**config.mk**
```make
export PLATFORM = sky130hd
export DESIGN_NAME = alu_ctrl_seq_flat
export DESIGN_NICKNAME = d
export VERILOG_FILES = /design/src/rtl/alu_pkg.sv /design/src/rtl/alu_ctrl_seq_if.sv /design/src/rtl/alu_seq_timeout.sv /design/src/rtl/alu_ctrl_seq.sv /design/src/flat_wrapper.sv
export SDC_FILE = /design/constraint.sdc
export NUM_CORES = 1
export LEC_CHECK = 0
export CORE_ASPECT_RATIO = 2
export CORE_UTILIZATION = 42
export DETAILED_ROUTE_END_ITERATION = 12
export PLACE_DENSITY = 0.87
export SYNTH_ARGS = -nofsm -noshare
export SYNTH_HDL_FRONTEND = slang
export SYNTH_SLANG_ARGS = --single-unit
```
**constraint.sdc**
```tcl
create_clock -name CLK -period 5.75 [get_ports CLK]
set_clock_uncertainty 0.2 [all_clocks]
set_input_delay 0.575 -clock CLK [delete_from_list [all_inputs] [get_ports CLK]]
set_output_delay 0.575 -clock CLK [all_outputs]
set_load 0.01 [all_outputs]
```
**src/rtl/alu_pkg.sv**
```systemverilog
// Shared types for the ALU command sequencer: unit select codes, FSM states,
// the request function layout and the default result width.
package alu_pkg;

  localparam int unsigned DEF_OUT_WIDTH = 16;
  localparam int unsigned NUM_UNITS     = 4;

  typedef enum logic [1:0] {
    ARITH = 2'b00,
    LOGIC = 2'b01,
    CMP   = 2'b10,
    SHIFT = 2'b11
  } unit_t;

  typedef enum logic [1:0] {
    IDLE  = 2'b00,
    ISSUE = 2'b01,
    WAIT  = 2'b10,
    RESP  = 2'b11
  } state_t;

  // req_FUNC layout: unit select on top, unit-local function below
  typedef struct packed {
    unit_t      unit;
    logic [1:0] op;
  } func_t;

  function automatic logic [NUM_UNITS-1:0] unit_onehot(input unit_t u);
    return NUM_UNITS'(1) << u;
  endfunction

endpackage

```
**src/rtl/alu_ctrl_seq_if.sv**
```systemverilog
// Request/response channels plus the shared operand bus to the four ALU units.
interface alu_ctrl_seq_if #(
  parameter int unsigned A_WIDTH   = 8,
  parameter int unsigned B_WIDTH   = 8,
  parameter int unsigned OUT_WIDTH = alu_pkg::DEF_OUT_WIDTH
);

  logic                 req_valid;
  logic                 req_ready;
  logic [A_WIDTH-1:0]   req_A;
  logic [B_WIDTH-1:0]   req_B;
  logic [3:0]           req_FUNC;

  logic [A_WIDTH-1:0]   A;
  logic [B_WIDTH-1:0]   B;
  logic [1:0]           ALU_FUNC;
  logic                 Arith_EN;
  logic                 Logic_EN;
  logic                 CMP_EN;
  logic                 SHIFT_EN;
  logic [OUT_WIDTH-1:0] Arith_OUT;
  logic [OUT_WIDTH-1:0] Logic_OUT;
  logic [OUT_WIDTH-1:0] CMP_OUT;
  logic [OUT_WIDTH-1:0] SHIFT_OUT;
  logic                 Arith_Flag;
  logic                 Logic_Flag;
  logic                 CMP_Flag;
  logic                 SHIFT_Flag;

  logic                 rsp_valid;
  logic                 rsp_ready;
  logic [OUT_WIDTH-1:0] rsp_data;
  logic [1:0]           rsp_unit;
  logic                 rsp_err;

  // Sequencer side
  modport master (
    input  req_valid, req_A, req_B, req_FUNC, rsp_ready,
    input  Arith_OUT, Logic_OUT, CMP_OUT, SHIFT_OUT,
    input  Arith_Flag, Logic_Flag, CMP_Flag, SHIFT_Flag,
    output req_ready, A, B, ALU_FUNC,
    output Arith_EN, Logic_EN, CMP_EN, SHIFT_EN,
    output rsp_valid, rsp_data, rsp_unit, rsp_err
  );

  // Controller and unit side
  modport slave (
    output req_valid, req_A, req_B, req_FUNC, rsp_ready,
    output Arith_OUT, Logic_OUT, CMP_OUT, SHIFT_OUT,
    output Arith_Flag, Logic_Flag, CMP_Flag, SHIFT_Flag,
    input  req_ready, A, B, ALU_FUNC,
    input  Arith_EN, Logic_EN, CMP_EN, SHIFT_EN,
    input  rsp_valid, rsp_data, rsp_unit, rsp_err
  );

endinterface

```
**src/rtl/alu_seq_timeout.sv**
```systemverilog
// WAIT-cycle counter: cleared on issue, counts missing-flag cycles, and
// term_c flags the cycle whose increment brings the count to TIMEOUT.
module alu_seq_timeout #(
  parameter int unsigned TIMEOUT = 4
) (
  input  logic clk,
  input  logic rst_n,
  input  logic clr,
  input  logic inc,
  output logic term_c
);

  localparam int unsigned CW = $clog2(TIMEOUT + 1);

  logic [CW-1:0] cnt;

  always_ff @(posedge clk or negedge rst_n) begin
    if (!rst_n) begin
      cnt <= '0;
    end else if (clr) begin
      cnt <= '0;
    end else if (inc) begin
      cnt <= cnt + CW'(1);
    end
  end

  assign term_c = (cnt == CW'(TIMEOUT - 1));

endmodule

```
**src/rtl/alu_ctrl_seq.sv**
```systemverilog
// Command sequencer for the four registered ALU units: issues one request,
// waits for the selected unit's flag (or times out) and returns the result.
module alu_ctrl_seq
  import alu_pkg::*;
#(
  parameter int unsigned A_WIDTH   = 8,
  parameter int unsigned B_WIDTH   = 8,
  parameter int unsigned OUT_WIDTH = DEF_OUT_WIDTH,
  parameter int unsigned TIMEOUT   = 4
) (
  input logic            CLK,
  input logic            RST,
  alu_ctrl_seq_if.master bus
);

  state_t                state, state_nxt;
  logic [A_WIDTH-1:0]    a_q, a_nxt;
  logic [B_WIDTH-1:0]    b_q, b_nxt;
  func_t                 func_q, func_nxt;
  logic [NUM_UNITS-1:0]  en_q, en_nxt;
  logic                  ready_q, ready_nxt;
  logic                  rsp_valid_q, rsp_valid_nxt;
  logic [OUT_WIDTH-1:0]  rsp_data_q, rsp_data_nxt;
  unit_t                 rsp_unit_q, rsp_unit_nxt;
  logic                  rsp_err_q, rsp_err_nxt;

  logic                  sel_flag_c;
  logic [OUT_WIDTH-1:0]  sel_out_c;
  logic                  cnt_clr;
  logic                  cnt_inc;
  logic                  cnt_term_c;

  alu_seq_timeout #(.TIMEOUT(TIMEOUT)) u_timeout (
    .clk    (CLK),
    .rst_n  (RST),
    .clr    (cnt_clr),
    .inc    (cnt_inc),
    .term_c (cnt_term_c)
  );

  // Only the selected unit's flag and result are ever looked at
  always_comb begin
    sel_flag_c = 1'b0;
    sel_out_c  = '0;
    case (func_q.unit)
      ARITH: begin sel_flag_c = bus.Arith_Flag; sel_out_c = bus.Arith_OUT; end
      LOGIC: begin sel_flag_c = bus.Logic_Flag; sel_out_c = bus.Logic_OUT; end
      CMP:   begin sel_flag_c = bus.CMP_Flag;   sel_out_c = bus.CMP_OUT;   end
      SHIFT: begin sel_flag_c = bus.SHIFT_Flag; sel_out_c = bus.SHIFT_OUT; end
      default: ;
    endcase
  end

  always_ff @(posedge CLK or negedge RST) begin
    if (!RST) state <= IDLE;
    else      state <= state_nxt;
  end

  // Next state and next values of every registered output
  always_comb begin
    state_nxt     = state;
    a_nxt         = a_q;
    b_nxt         = b_q;
    func_nxt      = func_q;
    en_nxt        = '0;
    ready_nxt     = 1'b0;
    rsp_valid_nxt = rsp_valid_q;
    rsp_data_nxt  = rsp_data_q;
    rsp_unit_nxt  = rsp_unit_q;
    rsp_err_nxt   = rsp_err_q;
    cnt_clr       = 1'b0;
    cnt_inc       = 1'b0;

    case (state)
      IDLE: begin
        if (bus.req_valid && ready_q) begin
          a_nxt     = bus.req_A;
          b_nxt     = bus.req_B;
          func_nxt  = func_t'(bus.req_FUNC);
          en_nxt    = unit_onehot(unit_t'(bus.req_FUNC[3:2]));
          state_nxt = ISSUE;
        end else begin
          ready_nxt = 1'b1;
        end
      end
      ISSUE: begin
        cnt_clr   = 1'b1;
        state_nxt = WAIT;
      end
      WAIT: begin
        // A flag arriving in the timeout cycle still counts as success
        if (sel_flag_c) begin
          rsp_valid_nxt = 1'b1;
          rsp_data_nxt  = sel_out_c;
          rsp_unit_nxt  = func_q.unit;
          rsp_err_nxt   = 1'b0;
          state_nxt     = RESP;
        end else begin
          cnt_inc = 1'b1;
          if (cnt_term_c) begin
            rsp_valid_nxt = 1'b1;
            rsp_data_nxt  = '0;
            rsp_unit_nxt  = func_q.unit;
            rsp_err_nxt   = 1'b1;
            state_nxt     = RESP;
          end
        end
      end
      RESP: begin
        if (bus.rsp_ready) begin
          rsp_valid_nxt = 1'b0;
          ready_nxt     = 1'b1;
          state_nxt     = IDLE;
        end
      end
      default: state_nxt = IDLE;
    endcase
  end

  always_ff @(posedge CLK or negedge RST) begin
    if (!RST) begin
      a_q         <= '0;
      b_q         <= '0;
      func_q      <= '0;
      en_q        <= '0;
      ready_q     <= 1'b0;
      rsp_valid_q <= 1'b0;
      rsp_data_q  <= '0;
      rsp_unit_q  <= ARITH;
      rsp_err_q   <= 1'b0;
    end else begin
      a_q         <= a_nxt;
      b_q         <= b_nxt;
      func_q      <= func_nxt;
      en_q        <= en_nxt;
      ready_q     <= ready_nxt;
      rsp_valid_q <= rsp_valid_nxt;
      rsp_data_q  <= rsp_data_nxt;
      rsp_unit_q  <= rsp_unit_nxt;
      rsp_err_q   <= rsp_err_nxt;
    end
  end

  assign bus.req_ready = ready_q;
  assign bus.A         = a_q;
  assign bus.B         = b_q;
  assign bus.ALU_FUNC  = func_q.op;
  assign bus.Arith_EN  = en_q[0];
  assign bus.Logic_EN  = en_q[1];
  assign bus.CMP_EN    = en_q[2];
  assign bus.SHIFT_EN  = en_q[3];
  assign bus.rsp_valid = rsp_valid_q;
  assign bus.rsp_data  = rsp_data_q;
  assign bus.rsp_unit  = rsp_unit_q;
  assign bus.rsp_err   = rsp_err_q;

endmodule
```
**src/flat_wrapper.sv**
```systemverilog
// flat-port wrapper written by rule: the top's interface ports become plain ports
module alu_ctrl_seq_flat import alu_pkg::*;
#(
  parameter int unsigned A_WIDTH   = 8,
  parameter int unsigned B_WIDTH   = 8,
  parameter int unsigned OUT_WIDTH = DEF_OUT_WIDTH,
  parameter int unsigned TIMEOUT   = 4
)
  (CLK, RST, bus_req_valid, bus_req_A, bus_req_B, bus_req_FUNC, bus_rsp_ready, bus_Arith_OUT, bus_Logic_OUT, bus_CMP_OUT, bus_SHIFT_OUT, bus_Arith_Flag, bus_Logic_Flag, bus_CMP_Flag, bus_SHIFT_Flag, bus_req_ready, bus_A, bus_B, bus_ALU_FUNC, bus_Arith_EN, bus_Logic_EN, bus_CMP_EN, bus_SHIFT_EN, bus_rsp_valid, bus_rsp_data, bus_rsp_unit, bus_rsp_err);
  alu_ctrl_seq_if #(.A_WIDTH(A_WIDTH), .B_WIDTH(B_WIDTH), .OUT_WIDTH(OUT_WIDTH)) bus_i ();
  input logic CLK;
  input logic RST;
  input wire logic [$bits(bus_i.req_valid)-1:0] bus_req_valid;
  input wire logic [$bits(bus_i.req_A)-1:0] bus_req_A;
  input wire logic [$bits(bus_i.req_B)-1:0] bus_req_B;
  input wire logic [$bits(bus_i.req_FUNC)-1:0] bus_req_FUNC;
  input wire logic [$bits(bus_i.rsp_ready)-1:0] bus_rsp_ready;
  input wire logic [$bits(bus_i.Arith_OUT)-1:0] bus_Arith_OUT;
  input wire logic [$bits(bus_i.Logic_OUT)-1:0] bus_Logic_OUT;
  input wire logic [$bits(bus_i.CMP_OUT)-1:0] bus_CMP_OUT;
  input wire logic [$bits(bus_i.SHIFT_OUT)-1:0] bus_SHIFT_OUT;
  input wire logic [$bits(bus_i.Arith_Flag)-1:0] bus_Arith_Flag;
  input wire logic [$bits(bus_i.Logic_Flag)-1:0] bus_Logic_Flag;
  input wire logic [$bits(bus_i.CMP_Flag)-1:0] bus_CMP_Flag;
  input wire logic [$bits(bus_i.SHIFT_Flag)-1:0] bus_SHIFT_Flag;
  output wire logic [$bits(bus_i.req_ready)-1:0] bus_req_ready;
  output wire logic [$bits(bus_i.A)-1:0] bus_A;
  output wire logic [$bits(bus_i.B)-1:0] bus_B;
  output wire logic [$bits(bus_i.ALU_FUNC)-1:0] bus_ALU_FUNC;
  output wire logic [$bits(bus_i.Arith_EN)-1:0] bus_Arith_EN;
  output wire logic [$bits(bus_i.Logic_EN)-1:0] bus_Logic_EN;
  output wire logic [$bits(bus_i.CMP_EN)-1:0] bus_CMP_EN;
  output wire logic [$bits(bus_i.SHIFT_EN)-1:0] bus_SHIFT_EN;
  output wire logic [$bits(bus_i.rsp_valid)-1:0] bus_rsp_valid;
  output wire logic [$bits(bus_i.rsp_data)-1:0] bus_rsp_data;
  output wire logic [$bits(bus_i.rsp_unit)-1:0] bus_rsp_unit;
  output wire logic [$bits(bus_i.rsp_err)-1:0] bus_rsp_err;
  assign bus_i.req_valid = bus_req_valid;
  assign bus_i.req_A = bus_req_A;
  assign bus_i.req_B = bus_req_B;
  assign bus_i.req_FUNC = bus_req_FUNC;
  assign bus_i.rsp_ready = bus_rsp_ready;
  assign bus_i.Arith_OUT = bus_Arith_OUT;
  assign bus_i.Logic_OUT = bus_Logic_OUT;
  assign bus_i.CMP_OUT = bus_CMP_OUT;
  assign bus_i.SHIFT_OUT = bus_SHIFT_OUT;
  assign bus_i.Arith_Flag = bus_Arith_Flag;
  assign bus_i.Logic_Flag = bus_Logic_Flag;
  assign bus_i.CMP_Flag = bus_CMP_Flag;
  assign bus_i.SHIFT_Flag = bus_SHIFT_Flag;
  assign bus_req_ready = bus_i.req_ready;
  assign bus_A = bus_i.A;
  assign bus_B = bus_i.B;
  assign bus_ALU_FUNC = bus_i.ALU_FUNC;
  assign bus_Arith_EN = bus_i.Arith_EN;
  assign bus_Logic_EN = bus_i.Logic_EN;
  assign bus_CMP_EN = bus_i.CMP_EN;
  assign bus_SHIFT_EN = bus_i.SHIFT_EN;
  assign bus_rsp_valid = bus_i.rsp_valid;
  assign bus_rsp_data = bus_i.rsp_data;
  assign bus_rsp_unit = bus_i.rsp_unit;
  assign bus_rsp_err = bus_i.rsp_err;
  alu_ctrl_seq #(.A_WIDTH(A_WIDTH), .B_WIDTH(B_WIDTH), .OUT_WIDTH(OUT_WIDTH), .TIMEOUT(TIMEOUT)) u_core (.CLK(CLK), .RST(RST), .bus(bus_i));
endmodule
```
==> flow_summary.json, run 1 <==
{
  "wire_per_inst_um": 19.0,
  "drtAntennaViolNets": 0,
  "placement.io_buffers": 134,
  "finalMaxSlewViolations": 0,
  "htreeDepth": 2,
  "diodes": 0,
  "avgSynthCellArea_um2": 14.9,
  "endpoint_kind": "flip-flop",
  "placedInstanceArea_um2": 3760,
  "r2r_slack_ps": 3140,
  "ir_worst_vdd_v": 0.000343,
  "vias": 1908,
  "core-area_um2": 5470,
  "synth_edf_count": 0,
  "power_mw": 1.70,
  "synth.lib_cells_used.distinct": 30,
  "io_pins": 135,
  "r2r-end": "u_core.bus.rsp_unit[1]",
  "synth.top_cells.by_count": "dfrtp_1 (50), mux2_2 (21), a22o_1 (16), mux4_2 (14), ha_1 (6)",
  "antenna_found_initial": 0,
  "leakage_nw": 1.60,
  "synthDominantCellAreaShare": 0.518,
  "numCtsBuffers": 5,
  "ys_warn_count": 0,
  "ys_seq_elements": 50,
  "r2r_cells": 3,
  "switching_share": 0.329,
  "wl_mm": 6.71,
  "crit_fanout": 19,
  "design_area_um2": 3840,
  "clock_path_buffers": 2,
  "dr.pass1.iters": 4,
  "rsz0062_at_grt": "no",
  "grt_pass1_vias": 2089,
  "fin_crit_ps": 2610,
  "initial_core_util": 0.442,
  "critical_path_class": "flip-flop to flip-flop",
  "whs_ps": 167,
  "dieArea_um2": 6080,
  "place_congestion": 0.843,
  "clockRootBuffer": "clkbuf_8",
  "fin_setup_tns_ps": 0,
  "clock_sinks": 50,
  "r2r_start": "u_core.func_q[3]",
  "p_int_mw": 1.14,
  "setup-violations-final": 0,
  "yosysMostFrequentCell": "dfrtp_1",
  "overflow": 0,
  "startpoint_type": "flip-flop",
  "fmax_mhz": 383,
  "pwr-share-clk": 0.111,
  "combinationalPowerShare": 0.529,
  "clk_latency_ps": 290,
  "track_usage": 0.229,
  "die_h_um": 109,
  "synth_nets": 260,
  "netlist_area_um2": 2420,
  "arrival_ps": 2590,
  "avgViaCountPerCell": 5.41,
  "cts_resized": 0,
  "pwr-share-seq": 0.360,
  "die_w_um": 55.6,
  "postCtsHoldBufs": 0,
  "synthTopCellsByArea": "dfrtp_1 (52%), mux4_2 (13%), mux2_2 (9.8%)",
  "path_clk_slew_ps": 80,
  "route.detailed.drc": 0,
  "synthArstFlopShare": 1.00,
  "run_status": "finished, final reports clean",
  "cts_tree": "done",
  "synthFlopType": "dfrtp_1",
  "min-delay-path-class": "primary input to async pin",
  "first_iter_violations": 80,
  "layout-drive-gt1-share": 0.160,
  "grt_pass1_wl_mm": 10.3,
  "hold_viol_final": 0,
  "nNetsFinal": 391,
  "critical_path_required_ps": 5730,
  "max_slew_margin": 0.336,
  "post-route-period-util": 0.454,
  "dp_hpwl_mm": 5.33,
  "cts_setup_buffers": 0,
  "grt_max_degree": 51,
  "synthCells": 162,
  "cap_viol_max_count": 0,
  "syn_to_final_growth_pct": 58.9,
  "rows": 38,
  "worstMarginPinSlew_ps": 996,
  "p_per_area_nw_per_um2": 444,
  "yosys.area.top_type": "dfrtp_1",
  "p_sw_uw": 561,
  "ys_seq_area_frac": 0.518
}
==> cell type report <==
type / count / area, um^2
fillers: 407 / 1630
multi-input cells: 95 / 1070
clock buffers: 7 / 76.3
flip-flops and latches: 50 / 1250
well taps: 60 / 75.1
repair buffers: 136 / 1350
inverters: 5 / 18.8
==> kinds of logic (layout without fill, tap and decap cells) <==
logic type / after synthesis / count (layout) / share of synthesized area
mux: 39 / 39 / 0.267
buf+inv: 17 / 148 / 0.0404
compound gates: 30 / 30 / 0.101
flops: 50 / 50 / 0.518
simple gates: 20 / 20 / 0.0430
fa+ha+maj: 6 / 6 / 0.0311
==> metrics by stage <==
step / cells / setup WS, ps / utilization
3_5_place_dp: 346 / 2990 / 0.689
4_1_cts: 353 / 3140 / 0.703
6_report: 353 / 3140 / 0.703
5_1_grt: 353 / 3010 / 0.703
2_1_floorplan: 162 / 3670 / -
3_3_place_gp: 346 / 3030 / 0.689
==> power groups by stage <==
stage               clock network [mW]  registers, mW  logic, mW
finish                           0.189          0.614      0.901
global route                     0.209          0.636      0.962
CTS                              0.197          0.616      0.912
detailed placement                   0          0.623      0.909
global placement                     0          0.615      0.887
floorplan                            0          0.641      0.487
==> metal layers <==
metal	wire (um)	GRT usage	up-vias	share of wire
met5	0	0	-	0
met4	254	0.139	0	0.038
met3	296	0.0376	17	0.044
met2	3910	0.440	73	0.58
met1	2250	0.223	942	0.34
li1	-	-	876	-
==> worst max-delay path: stages, from the launching register on <==
cell and delay, ps:
dfrtp_1 910, mux4_2 540, o21ai_4 450, mux2_2 390
==> flip-flops by register name, indices dropped and copies added, names as in the netlist <==
name                  cells
u_core.bus.req_ready      1
u_core.bus.ALU_FUNC       2
u_core.func_q             2
u_core.u_timeout.cnt      3
u_core.bus.rsp_valid      1
u_core.bus.A              8
u_core.bus.B              8
u_core.bus.rsp_err        1
u_core.state              2
u_core.en_q               4
u_core.bus.rsp_data      16
u_core.bus.rsp_unit       2
==> worst max path at each step <==
stage                                start                endpoint  slack (ps)  cells past startpoint
after floorplan             bus_SHIFT_Flag  u_core.bus.rsp_unit[0]        3670                      4
after global placement      bus_SHIFT_Flag  u_core.bus.rsp_unit[1]        3030                      4
after CTS                 u_core.func_q[3]  u_core.bus.rsp_unit[1]        3140                      3
after global routing      u_core.func_q[3]  u_core.bus.rsp_unit[1]        3010                      3
final                     u_core.func_q[3]  u_core.bus.rsp_unit[1]        3140                      3
after detailed placement    bus_SHIFT_Flag  u_core.bus.rsp_unit[1]        2990                      4
==> placed cells by master (no fill, tap or decap), drive strengths merged, types with 4 or more instances in the layout <==
cell,n
clkbuf,7
dfrtp,50
a22o,16
ha,6
inv,5
mux4,17
clkdlybuf4s50,133
nand2,4
nor2,4
a21oi,5
o21ai,4
mux2,22
(Power assumes the default switching activity.)
==> run 2, diff against run 1 <==
--- a/config.mk
+++ b/config.mk
@@ -6,9 +6,9 @@
 export NUM_CORES = 1
 export LEC_CHECK = 0
 export CORE_ASPECT_RATIO = 2
-export CORE_UTILIZATION = 42
+export CORE_UTILIZATION = 35
 export DETAILED_ROUTE_END_ITERATION = 12
-export PLACE_DENSITY = 0.87
+export PLACE_DENSITY = 0.77
 export SYNTH_ARGS = -nofsm -noshare
 export SYNTH_HDL_FRONTEND = slang
 export SYNTH_SLANG_ARGS = --single-unit
==> constraint.sdc (replaced) <==
create_clock -name CLK -period 2.28 [get_ports CLK]
set_clock_uncertainty 0.2 [all_clocks]
set_input_delay 0.228 -clock CLK [delete_from_list [all_inputs] [get_ports CLK]]
set_output_delay 0.228 -clock CLK [all_outputs]
set_load 0.01 [all_outputs]
==> flow_summary.json, run 2 (same netlist as run 1, synthesis figures left out) <==
{
  "hold_viol_final": 0,
  "crit_buf_inv": 0,
  "path_clk_slew_ps": 60,
  "avgViaCountPerCell": 5.01,
  "critical_path_class": "flip-flop to flip-flop",
  "dp_hpwl_mm": 5.72,
  "rows": 42,
  "die_h_um": 120,
  "setup-violations-final": 0,
  "placement.io_buffers": 134,
  "r2r_cells": 3,
  "grt_pass1_vias": 2137,
  "min-delay-path-class": "flip-flop to flip-flop",
  "drtAntennaViolNets": 0,
  "initial_core_util": 0.365,
  "dr.pass1.iters": 4,
  "clk_latency_ps": 290,
  "track_usage": 0.205,
  "wl_mm": 7.05,
  "p_per_area_nw_per_um2": 1160,
  "holdPathEnd": "u_core.bus.A[3]",
  "die_w_um": 60.8,
  "cts_tree": "done",
  "path_cells": "mux4_2 -> and2_1 -> a22o_1",
  "layout-drive-gt1-share": 0.186,
  "leakage_nw": 1.67,
  "max_slew_margin": 0.547,
  "cap_viol_max_count": 0,
  "critPathTopFamily": "multiplexers",
  "core-area_um2": 6620,
  "io_pins": 135,
  "cts_resized": 0,
  "largest_reg_flops": 16,
  "route.detailed.drc": 0,
  "critical_path_required_ps": 2250,
  "r2r_start": "u_core.func_q[2]",
  "fin_crit_ps": 2000,
  "clockRootBuffer": "clkbuf_16",
  "post-route-period-util": 0.879,
  "wire_per_inst_um": 18.1,
  "numCtsBuffers": 5,
  "final_cells": 389,
  "nNetsFinal": 398,
  "overflow": 0,
  "fillers": 561,
  "grt_pass1_wl_mm": 10.7,
  "hp-start": "u_core.bus.A[3]",
  "holdPathStages": 1,
  "htreeDepth": 2,
  "clock_sinks": 50,
  "antenna_found_initial": 0,
  "ir_worst_vdd_v": 0.000502,
  "fmax_mhz": 499,
  "cts_setup_buffers": 0,
  "worstMarginPinSlew_ps": 679,
  "arrival_ps": 1980,
  "clock_path_buffers": 2,
  "fin_setup_tns_ps": 0,
  "startpoint_type": "flip-flop",
  "finalMaxSlewViolations": 0,
  "first_iter_violations": 60,
  "place_congestion": 0.798,
  "placedInstanceArea_um2": 3840,
  "r2r-end": "u_core.bus.rsp_data[2]",
  "syn_to_final_growth_pct": 66.1,
  "design_area_um2": 4020,
  "vias": 1950,
  "dieArea_um2": 7260,
  "rsz0062_at_grt": "no",
  "power_mw": 4.67,
  "endpoint_kind": "flip-flop",
  "slowest_delay_ps": 650,
  "final_cell_mix": "clkdlybuf4s50_1 (133), dfrtp_1 (50), mux2_2 (21), a22o_1 (16), mux4_2 (14)",
  "diodes": 0,
  "layout_commonest_cell": "clkdlybuf4s50_1",
  "crit_fanout": 17,
  "crit_slowest_cell": "mux4_2",
  "run_status": "finished, final reports clean",
  "grt_max_degree": 33,
  "r2r_slack_ps": 280,
  "dp.cells": 380
}
-- run 2: layer usage --
layer,part of all wire,vias up,track usage
met5,0,-,0
li1,-,888,-
met4,0.039,0,0.104
met3,0.056,18,0.0345
met2,0.58,82,0.380
met1,0.33,962,0.206
-- run 2: how the worst max path moves through the flow --
| stage | startpoint | endpoint | slack [ps] | cells after the start |
|---|---|---|---|---|
| 2_1_floorplan | u_core.func_q[2] | u_core.bus.rsp_unit[0] | 250 | 5 |
| 3_3_place_gp | bus_SHIFT_Flag | u_core.bus.rsp_data[9] | 90 | 4 |
| 3_5_place_dp | bus_SHIFT_Flag | u_core.bus.rsp_data[1] | 40 | 4 |
| 4_1_cts | u_core.func_q[2] | u_core.bus.rsp_data[2] | 250 | 3 |
| 5_1_grt | u_core.func_q[2] | u_core.bus.rsp_data[2] | 140 | 3 |
| 6_report | u_core.func_q[2] | u_core.bus.rsp_data[2] | 280 | 3 |
-- run 2: layout make-up --
cell class | instances | area (um^2) | share of cell area
tap | 88 | 110 | 0.0274
inverter | 5 | 18.8 | 0.00467
sequential | 50 | 1250 | 0.312
clock inverter | 1 | 8.76 | 0.00218
timing repair buffer | 143 | 1410 | 0.350
multi-input combinational | 95 | 1070 | 0.266
clock buffer | 7 | 153 | 0.0380
-- run 2: timing repair --
item,4_1_cts,5_1_grt
endpoints found under the setup margin,0,0
hold buffers,1,0
endpoints found under the hold margin,30,0
-- run 2: worst reg2reg max path: stages (launching register included) --
cell and delay (ps):
dfrtp_1 380, mux4_2 650, and2_1 400, a22o_1 270
-- run 2: report_power, final --
part           leakage (nW)  internal (mW)  switching (mW)  total [mW]
registers             0.631           1.27           0.229        1.50
logic                 0.962           1.44           0.950        2.39
clock network        0.0801          0.469           0.316       0.785
total                  1.67           3.18            1.50        4.67
-- run 2: per-stage QoR --
| stage | setup WS, ps | hold slack (ps) | util |
|---|---|---|---|
| after CTS | 252 | 309 | 0.607 |
| final | 276 | 305 | 0.607 |
| after detailed placement | 42.1 | 103 | 0.581 |
| after floorplan | 255 | -268 | - |
| after global placement | 86.8 | 95.6 | 0.581 |
| after global routing | 140 | 316 | 0.607 |
==> run 3, diff against run 2 <==
--- a/config.mk
+++ b/config.mk
@@ -9,6 +9,7 @@
 export CORE_UTILIZATION = 35
 export DETAILED_ROUTE_END_ITERATION = 12
 export PLACE_DENSITY = 0.77
+export SETUP_SLACK_MARGIN = 0.3
 export SYNTH_ARGS = -nofsm -noshare
 export SYNTH_HDL_FRONTEND = slang
 export SYNTH_SLANG_ARGS = --single-unit
==> flow_summary.json, run 3 (same netlist as run 1, synthesis figures left out) <==
{
  "placedInstanceArea_um2": 3850,
  "hold_viol_final": 0,
  "fmax_mhz": 523,
  "slowest_delay_ps": 640,
  "critical_path_required_ps": 2250,
  "startpoint_type": "flip-flop",
  "grt_pass1_vias": 2116,
  "diodes": 0,
  "layout_commonest_cell": "clkdlybuf4s50_1",
  "crit_slowest_cell": "mux4_2",
  "dp_hpwl_mm": 5.39,
  "route.detailed.drc": 0,
  "dp.cells": 378,
  "arrival_ps": 1890,
  "syn_to_final_growth_pct": 66.8,
  "fillers": 563,
  "path_clk_slew_ps": 60,
  "htreeDepth": 2,
  "power_mw": 4.69,
  "cap_viol_max_count": 0,
  "largest_reg_flops": 16,
  "drtAntennaViolNets": 0,
  "final_cells": 387,
  "p_per_area_nw_per_um2": 1160,
  "cts_tree": "done",
  "rows": 42,
  "critical_path_class": "flip-flop to flip-flop",
  "post-place-ws_ps": 23.8,
  "r2r_start": "u_core.func_q[2]",
  "finalMaxSlewViolations": 0,
  "die_h_um": 120,
  "min-delay-path-class": "primary input to async pin",
  "nNetsFinal": 396,
  "clock_sinks": 50,
  "worstMarginPinSlew_ps": 576,
  "multi_input_area_um2": 1070,
  "grt_max_degree": 28,
  "wl_mm": 6.81,
  "critPathTopFamily": "multiplexers",
  "antenna_found_initial": 0,
  "final.setup.worst_slack_ps": 366,
  "max_slew_margin": 0.616,
  "r2r_slack_ps": 370,
  "ir_worst_vdd_v": 0.000578,
  "vias": 1927,
  "r2r-end": "u_core.bus.rsp_data[2]",
  "fin_setup_tns_ps": 0,
  "final_cell_mix": "clkdlybuf4s50_1 (133), dfrtp_1 (50), mux2_2 (21), a22o_1 (16), mux4_2 (14)",
  "clockRootBuffer": "clkbuf_16",
  "design_area_um2": 4030,
  "r2r_cells": 3,
  "track_usage": 0.196,
  "endpoint_kind": "flip-flop",
  "path_cells": "mux4_2 -> and2_2 -> a22o_1",
  "die_w_um": 60.8,
  "placement.io_buffers": 134,
  "initial_core_util": 0.365,
  "place_congestion": 0.816,
  "run_status": "finished, final reports clean",
  "post-route-util": 0.609,
  "avgViaCountPerCell": 4.98,
  "first_iter_violations": 65,
  "grt_pass1_wl_mm": 10.4,
  "fin_crit_ps": 1910,
  "crit_fanout": 17,
  "layout-drive-gt1-share": 0.181,
  "post-route-period-util": 0.839,
  "clock_path_buffers": 2,
  "core-area_um2": 6620,
  "whs_ps": 276,
  "crit_buf_inv": 0,
  "numCtsBuffers": 5,
  "leakage_nw": 1.67,
  "wire_per_inst_um": 17.6,
  "ff_latch_area_um2": 1250,
  "dieArea_um2": 7260,
  "clk_latency_ps": 280,
  "io_pins": 135,
  "overflow": 0,
  "dr.pass1.iters": 4,
  "setup-violations-final": 0,
  "rsz0062_at_grt": "no"
}
[run 3: changes by cell type in the layout (fill, tap and decap cells not counted)]
cell | previous run | this run
buf_4 | 8 | 4
buf_12 | 0 | 2
clkbuf_1 | 0 | 2
clkbuf_8 | 2 | 0
and2_1 | 1 | 0
and2_2 | 0 | 1
bufinv_16 | 0 | 1
clkinv_4 | 1 | 0
ha_1 | 6 | 5
ha_2 | 0 | 1
[run 3: layer usage]
layer,part of all wire,up-vias,global-route usage,wire (um)
li1,-,892,-,-
met1,0.34,955,0.201,2340
met2,0.59,65,0.369,4000
met3,0.044,15,0.0345,297
met4,0.027,0,0.0739,181
met5,0,-,0,0
[run 3: area by class of cell]
| type | instances | share of cell area |
|---|---|---|
| Timing Repair Buffer | 141 | 0.351 |
| Tap cell | 88 | 0.0273 |
| Multi-Input combinational cell | 95 | 0.266 |
| Clock buffer | 7 | 0.0329 |
| Sequential cell | 50 | 0.310 |
| Clock inverter | 1 | 0.00745 |
| Inverter | 5 | 0.00466 |
[run 3: how the worst max path moves through the flow]
| stage | from | endpoint | slack (ps) | cells after the start |
|---|---|---|---|---|
| 2_1_floorplan | u_core.func_q[2] | u_core.bus.rsp_unit[0] | 260 | 5 |
| 3_3_place_gp | bus_SHIFT_Flag | u_core.bus.rsp_data[8] | 80 | 4 |
| 3_5_place_dp | bus_SHIFT_Flag | u_core.bus.rsp_data[2] | 20 | 4 |
| 4_1_cts | u_core.u_timeout.cnt[0] | u_core.state[1] | 350 | 5 |
| 5_1_grt | u_core.func_q[2] | u_core.bus.rsp_data[14] | 310 | 3 |
| 6_report | u_core.func_q[2] | u_core.bus.rsp_data[2] | 370 | 3 |
[run 3: what timing repair did]
action,4_1_cts,5_1_grt
gates resized for setup,1,1
hold buffers,1,0
endpoints found under the hold margin,23,0
buffers inserted,0,0
setup endpoints to repair,16,1
[run 3: power by group]
part	internal (mW)	total [mW]	switching, mW
logic	1.44	2.37	0.927
clock network	0.519	0.823	0.305
registers	1.27	1.50	0.225
total	3.23	4.69	1.46
